--- src/rtl/rat_int_ctrl_pkg.sv ---
// Shared types and constants for the RAT interrupt controller.
// Holds the FSM state encoding, the register offsets and the fixed-priority selector.
package rat_int_pkg;

    typedef enum logic [1:0] {
        ST_IDLE    = 2'd0,
        ST_ASSERT  = 2'd1,
        ST_SERVICE = 2'd2
    } st_e;

    localparam logic [1:0] OFS_MASK = 2'd0;
    localparam logic [1:0] OFS_PEND = 2'd1;
    localparam logic [1:0] OFS_ID   = 2'd2;

    localparam int ID_W = 3;

    // Index 0 wins: scan from the top so the lowest set bit is written last.
    function automatic logic [ID_W-1:0] lowest_set(input logic [7:0] v);
        lowest_set = '0;
        for (int i = 7; i >= 0; i--) begin
            if (v[i]) lowest_set = ID_W'(i);
        end
    endfunction

endpackage

--- src/rtl/rat_int_ctrl_if.sv ---
// CPU-side bus of the interrupt controller: INT/INT_ACK request pair plus the RAT I/O port.
// IO_STRB qualifies PORT_ID/OUT_PORT for exactly one cycle and is always accepted; INT stays
// high until the control unit returns a one-cycle INT_ACK (or the request is withdrawn).
interface rat_int_if;
    logic       INT;
    logic       INT_ACK;
    logic       IO_STRB;
    logic [7:0] PORT_ID;
    logic [7:0] OUT_PORT;
    logic [7:0] RD_DATA;
    logic       RD_HIT;

    modport master (
        input  INT, RD_DATA, RD_HIT,
        output INT_ACK, IO_STRB, PORT_ID, OUT_PORT
    );

    modport slave (
        output INT, RD_DATA, RD_HIT,
        input  INT_ACK, IO_STRB, PORT_ID, OUT_PORT
    );
endinterface

--- src/rtl/rat_irq_edge.sv ---
// Per-bit synchroniser chain followed by a rising-edge detector.
// edge_o is high for one cycle when the synchronised input goes 0 -> 1.
module rat_irq_edge #(
    parameter int WIDTH       = 8,
    parameter int SYNC_STAGES = 2
) (
    input  logic             clk,
    input  logic             rst,
    input  logic [WIDTH-1:0] async_i,
    output logic [WIDTH-1:0] edge_o
);

    logic [WIDTH-1:0] sync_q [SYNC_STAGES];
    logic [WIDTH-1:0] sync_d [SYNC_STAGES];
    logic [WIDTH-1:0] prev_q;
    logic [WIDTH-1:0] prev_d;

    always_comb begin
        sync_d[0] = async_i;
        for (int s = 1; s < SYNC_STAGES; s++) begin
            sync_d[s] = sync_q[s-1];
        end
        prev_d = sync_q[SYNC_STAGES-1];
    end

    always_ff @(posedge clk) begin
        if (rst) begin
            for (int s = 0; s < SYNC_STAGES; s++) begin
                sync_q[s] <= '0;
            end
            prev_q <= '0;
        end else begin
            for (int s = 0; s < SYNC_STAGES; s++) begin
                sync_q[s] <= sync_d[s];
            end
            prev_q <= prev_d;
        end
    end

    assign edge_o = sync_q[SYNC_STAGES-1] & ~prev_q;

endmodule

--- src/rtl/rat_int_ctrl.sv ---
// Fixed-priority interrupt controller presenting one request at a time on the RAT INT line.
// Sources latch as pending on a rising edge; the ID is held from acknowledge until EOI.
module rat_int_ctrl
    import rat_int_pkg::*;
#(
    parameter int         N_SRC       = 8,
    parameter logic [7:0] BASE_PORT   = 8'h20,
    parameter int         SYNC_STAGES = 2
) (
    input  logic             CLK,
    input  logic             RESET,
    input  logic [N_SRC-1:0] IRQ,
    rat_int_if.slave         bus,
    output st_e              dbg_state
);

    localparam logic [8:0] SRC_MASK_W = (9'd1 << N_SRC) - 9'd1;
    localparam logic [7:0] SRC_MASK   = SRC_MASK_W[7:0];

    logic [N_SRC-1:0] irq_edge;
    logic [7:0]       edge_vec;

    rat_irq_edge #(
        .WIDTH       (N_SRC),
        .SYNC_STAGES (SYNC_STAGES)
    ) u_edge (
        .clk     (CLK),
        .rst     (RESET),
        .async_i (IRQ),
        .edge_o  (irq_edge)
    );

    always_comb begin
        edge_vec = '0;
        edge_vec[N_SRC-1:0] = irq_edge;
    end

    st_e             state_q, state_d;
    logic            int_q, int_d;
    logic            active_q, active_d;
    logic [ID_W-1:0] id_q, id_d;
    logic [7:0]      mask_q, mask_d;
    logic [7:0]      pend_q, pend_d;

    // Offset arithmetic wraps, so anything below BASE_PORT lands far above 2.
    logic [7:0] ofs;
    logic       hit;
    logic       wr_mask, wr_pend, wr_id;

    assign ofs     = bus.PORT_ID - BASE_PORT;
    assign hit     = (ofs < 8'd3);
    assign wr_mask = bus.IO_STRB && hit && (ofs[1:0] == OFS_MASK);
    assign wr_pend = bus.IO_STRB && hit && (ofs[1:0] == OFS_PEND);
    assign wr_id   = bus.IO_STRB && hit && (ofs[1:0] == OFS_ID);

    logic [7:0] eligible;
    logic [7:0] w1c_clr;
    logic [7:0] ack_clr;

    assign eligible = pend_q & mask_q;
    assign w1c_clr  = wr_pend ? bus.OUT_PORT : 8'h00;

    always_comb begin
        state_d  = state_q;
        int_d    = int_q;
        id_d     = id_q;
        active_d = active_q;
        mask_d   = wr_mask ? (bus.OUT_PORT & SRC_MASK) : mask_q;
        ack_clr  = '0;

        unique case (state_q)
            ST_IDLE: begin
                int_d = 1'b0;
                if (eligible != 8'h00) begin
                    id_d    = lowest_set(eligible);
                    state_d = ST_ASSERT;
                    int_d   = 1'b1;
                end
            end
            ST_ASSERT: begin
                if (bus.INT_ACK) begin
                    ack_clr[id_q] = 1'b1;
                    active_d      = 1'b1;
                    state_d       = ST_SERVICE;
                    int_d         = 1'b0;
                end else if (!eligible[id_q]) begin
                    state_d = ST_IDLE;
                    int_d   = 1'b0;
                end
            end
            ST_SERVICE: begin
                int_d = 1'b0;
                if (wr_id) begin
                    active_d = 1'b0;
                    state_d  = ST_IDLE;
                end
            end
            default: begin
                state_d  = ST_IDLE;
                int_d    = 1'b0;
                active_d = 1'b0;
            end
        endcase

        // A fresh edge outranks any clear landing in the same cycle.
        pend_d = ((pend_q & ~w1c_clr & ~ack_clr) | edge_vec) & SRC_MASK;
    end

    always_ff @(posedge CLK) begin
        if (RESET) begin
            state_q  <= ST_IDLE;
            int_q    <= 1'b0;
            id_q     <= '0;
            active_q <= 1'b0;
            mask_q   <= '0;
            pend_q   <= '0;
        end else begin
            state_q  <= state_d;
            int_q    <= int_d;
            id_q     <= id_d;
            active_q <= active_d;
            mask_q   <= mask_d;
            pend_q   <= pend_d;
        end
    end

    always_comb begin
        bus.RD_DATA = 8'h00;
        if (hit) begin
            unique case (ofs[1:0])
                OFS_MASK: bus.RD_DATA = mask_q;
                OFS_PEND: bus.RD_DATA = pend_q;
                OFS_ID:   bus.RD_DATA = {active_q, 4'b0000, id_q};
                default:  bus.RD_DATA = 8'h00;
            endcase
        end
    end

    assign bus.RD_HIT = hit;
    assign bus.INT    = int_q;
    assign dbg_state  = state_q;

endmodule

--- src/flat_wrapper.sv ---
// flat-port wrapper written by rule: the top's interface ports become plain ports
module rat_int_ctrl_flat import rat_int_pkg::*;
#(
    parameter int         N_SRC       = 8,
    parameter logic [7:0] BASE_PORT   = 8'h20,
    parameter int         SYNC_STAGES = 2
)
  (CLK, RESET, IRQ, dbg_state, bus_INT, bus_RD_DATA, bus_RD_HIT, bus_INT_ACK, bus_IO_STRB, bus_PORT_ID, bus_OUT_PORT);
  rat_int_if bus_i ();
  input  logic CLK;
  input  logic RESET;
  input  logic [N_SRC-1:0] IRQ;
  output st_e dbg_state;
  output wire logic [$bits(bus_i.INT)-1:0] bus_INT;
  output wire logic [$bits(bus_i.RD_DATA)-1:0] bus_RD_DATA;
  output wire logic [$bits(bus_i.RD_HIT)-1:0] bus_RD_HIT;
  input wire logic [$bits(bus_i.INT_ACK)-1:0] bus_INT_ACK;
  input wire logic [$bits(bus_i.IO_STRB)-1:0] bus_IO_STRB;
  input wire logic [$bits(bus_i.PORT_ID)-1:0] bus_PORT_ID;
  input wire logic [$bits(bus_i.OUT_PORT)-1:0] bus_OUT_PORT;
  assign bus_INT = bus_i.INT;
  assign bus_RD_DATA = bus_i.RD_DATA;
  assign bus_RD_HIT = bus_i.RD_HIT;
  assign bus_i.INT_ACK = bus_INT_ACK;
  assign bus_i.IO_STRB = bus_IO_STRB;
  assign bus_i.PORT_ID = bus_PORT_ID;
  assign bus_i.OUT_PORT = bus_OUT_PORT;
  rat_int_ctrl #(.N_SRC(N_SRC), .BASE_PORT(BASE_PORT), .SYNC_STAGES(SYNC_STAGES)) u_core (.CLK(CLK), .RESET(RESET), .IRQ(IRQ), .bus(bus_i), .dbg_state(dbg_state));
endmodule
--- config.mk ---
export PLATFORM = sky130hd
export DESIGN_NAME = rat_int_ctrl_flat
export DESIGN_NICKNAME = d
export VERILOG_FILES = /design/src/rtl/rat_int_ctrl_pkg.sv /design/src/rtl/rat_int_ctrl_if.sv /design/src/rtl/rat_irq_edge.sv /design/src/rtl/rat_int_ctrl.sv /design/src/flat_wrapper.sv
export SDC_FILE = /design/constraint.sdc
export NUM_CORES = 1
export LEC_CHECK = 0
export ABC_AREA = 0
export BUFFER_PORTS_ARGS = -buffer_cell sky130_fd_sc_hd__buf_2
export CAP_MARGIN = 20
export CELL_PAD_IN_SITES_DETAIL_PLACEMENT = 1
export CELL_PAD_IN_SITES_GLOBAL_PLACEMENT = 1
export CORE_MARGIN = 5
export CORE_UTILIZATION = 28
export DETAILED_ROUTE_END_ITERATION = 10
export PLACE_DENSITY = 0.62
export SYNTH_ARGS = -nofsm -noshare
export SYNTH_HDL_FRONTEND = slang
export SYNTH_SLANG_ARGS = --single-unit
--- constraint.sdc ---
create_clock -name CLK -period 2 [get_ports CLK]
set_clock_uncertainty 0.15 [all_clocks]
set_input_delay 0.2 -clock CLK [delete_from_list [all_inputs] [get_ports CLK]]
set_output_delay 0.2 -clock CLK [all_outputs]
set_load 0.01 [all_outputs]
==> impl_metrics.tcl <==
set metrics [dict create \
    status "complete, no violations" \
    fin_crit_sh_pct 98.3 \
    slew_headroom_pct 72.0 \
    final_cell_mix "dfxtp_1, buf_2, nor2b_1, a21oi_1" \
    rr_startpoint "u_core.dbg_state[1]" \
    antennaDiodeCount 0 \
    initial_core_util_pct 29.2 \
    numCtsBuffers 5 \
    synthSimpleGateAreaFrac_pct 27.6 \
    drtPass1Iterations 4 \
    synthToLayoutAreaGrowth_pct 28.9 \
    dpl_cell_area_um2 2520 \
    globalRouteOverflowTotal 0 \
    drt-vias-per-instance 5.01 \
    drv_slew 0 \
    cts.sink_count 47 \
    cts-root-buf "clkbuf_8" \
    core-area_um2 7330 \
    clock_latency_ns 0.30 \
    cp-start-kind "input port" \
    min_to "u_core.mask_q[7]" \
    r2r_cells 4 \
    min_from "bus_OUT_PORT[7]" \
    hold_path_class "input port to register" \
    hold_viol 0 \
    wire_per_inst_um 15.8 \
    reg2reg_to "u_core.bus.INT" \
    max_freq_mhz 509 \
    synth_edf_count 0 \
    arrival_ns 1.62 \
    io_pins 40 \
    die_h_um 97.4 \
    grt_max_degree 42 \
    layout-drive-gt1-share_pct 24.4 \
    yosys.area_share.xor_xnor_pct 0.410 \
    path_max_fanout 7 \
    drv_cap 0 \
    setup_viol 0 \
    syn_nets 273 \
    worstPathRequired_ns 1.65 \
    rows 31 \
    dp_hpwl_mm 4.76 \
    avgSynthCellArea_um2 8.76 \
    p_leak_nw 1.09 \
    ys_types 39 \
    synth_compound_area_share_pct 19.1 \
    whs_ns 0.0339 \
    grt_pass1_wl_mm 10.4 \
    synthAdderAreaFrac_pct 0.585 \
    ys_warn_count 0 \
    path_class "input port to output port" \
    wirelength_mm 6.35 \
    yosysSeqAreaShare_pct 44.0 \
    reg2reg_slack_ns 0.25 \
    ys_ff_latch 47 \
    drc 0 \
    grt_pass1_vias 2098 \
    vdd_drop_max_mv 0.332 \
    grt_usage_pct 13.4 \
    synth_area_um2 2140 \
    design.die.area_um2 9480 \
    ant_nets 0 \
    setup_tns_ns 0 \
    synthMuxAreaShare_pct 3.74 \
    h-tree-depth 2 \
    grt_antenna_before_repair 0 \
    fin_area_um2 2760 \
    gp_congestion 0.845 \
    syn_inst 244 \
    synth_ff_type "dfxtp_1" \
    clk_pin_slew_ns 0.10 \
    die_x_um 97.4 \
    fin_nets 331 \
    min_path_cells 3 \
    worst_pin_slew_ns 0.420 \
    rsz0062_at_grt "true" \
    drt-initial-drc-count 105 \
    synthArstFlopShare_pct 0 \
    critPathCaptureType "output port" \
    cts_tree "built" \
    power_density_nw_per_um2 629 \
    final_common_cell "dfxtp_1" \
    synth_top_family_by_area "simple AND/OR/NAND/NOR gates" \
    clockBufferDepth 2 \
    fin_crit_ns 1.97 \
    port_buffers 39 \
    via_count 2014 \
]
==> registers in the layout, summed over array words and instances, names as in the netlist <==
register,count
u_core.active_q,1
u_core.u_edge.sync_q,16
u_core.mask_q,8
u_core.pend_q,8
u_core.dbg_state,2
u_core.u_edge.prev_q,8
u_core.bus.INT,1
u_core.id_q,3
==> power by group <==
group | internal [mW] | leakage [nW] | switching [mW]
registers | 0.964 | 0.384 | 0.0164
logic | 0.0729 | 0.652 | 0.0762
clock network | 0.254 | 0.0489 | 0.351
total | 1.29 | 1.09 | 0.443
==> cells in the mapped netlist (4+ instances only) <==
master / instances / share of area (%)
dfxtp_1: 47 / 44
nor2b_1: 29 / 8.5
a21oi_1: 22 / 5.1
nand2_1: 15 / 2.6
clkbuf_1: 13 / 2.3
nor2_1: 13 / 2.3
o21ai_0: 11 / 2.6
inv_1: 8 / 1.4
mux2i_1: 8 / 3.7
nand3_1: 8 / 1.9
nand4b_1: 8 / 3.3
a32o_1: 6 / 2.8
nand4_1: 6 / 1.8
a21boi_0: 5 / 1.8
nand3b_1: 5 / 1.8
nor3_1: 5 / 1.2
o211ai_1: 5 / 1.8
nand2b_1: 4 / 1.2
==> worst max-delay path: stages <==
cell and delay, ns:
buf_2 0.09, or3_1 0.37, a2111o_1 0.43, buf_6 0.16, nor3_2 0.20, buf_2 0.17
==> repair_timing <==
action / in CTS / in global routing
setup endpoints to repair: 2 / 9
gates resized for setup: 2 / 9
setup buffers: 0 / 3
hold buffers: 8 / 0
endpoints found under the hold margin: 8 / 0
gates cloned: 0 / 1
pin swaps: 0 / 2
==> cells by family after synthesis <==
logic type,after synthesis
AND/OR/NAND/NOR,101
buffers and inverters,24
flip-flops,47
multiplexers,8
AO/OA/AOI/OAI,62
adder cells (fa/ha/maj),1
XOR/XNOR,1
==> layer usage <==
metal,routed length [um],share of wire (%),GRT usage [%]
met2,3070,48,22.4
met3,280,4.4,3.02
met5,0,0,0
met4,12,0.19,3.09
met1,2990,47,17.4
==> per-stage QoR <==
step	worst slack (ns)	utilization (%)	total power, mW	instances
4_1_cts	0.000774	36.8	1.76	398
6_report	0.0342	37.6	1.73	402
3_5_place_dp	-0.0490	34.3	1.14	382
5_1_grt	-0.0233	37.6	1.82	402
3_3_place_gp	0.00946	34.3	1.13	382
2_1_floorplan	0.167	-	1.07	244
==> worst max-delay path by stage <==
| stage | startpoint | to | slack [ns] | depth (start not counted) |
|---|---|---|---|---|
| 6_report | bus_PORT_ID[2] | bus_RD_DATA[5] | 0.03 | 6 |
| 5_1_grt | bus_PORT_ID[2] | bus_RD_DATA[7] | -0.02 | 7 |
| 4_1_cts | bus_PORT_ID[5] | bus_RD_DATA[1] | 0.0008 | 9 |
| 3_5_place_dp | bus_PORT_ID[5] | u_core.pend_q[2] | -0.05 | 9 |
| 3_3_place_gp | bus_PORT_ID[5] | bus_RD_DATA[6] | 0.009 | 8 |
| 2_1_floorplan | bus_PORT_ID[5] | bus_RD_DATA[3] | 0.17 | 6 |
==> layout make-up <==
type	count	area, um2
Inverter	9	36.3
Multi-Input combinational cell	173	1130
Sequential cell	47	941
Tap cell	99	124
Fill cell	877	4570
Clock buffer	5	68.8
Timing Repair Buffer	66	435
Clock inverter	3	22.5
(Power assumes the default switching activity.)
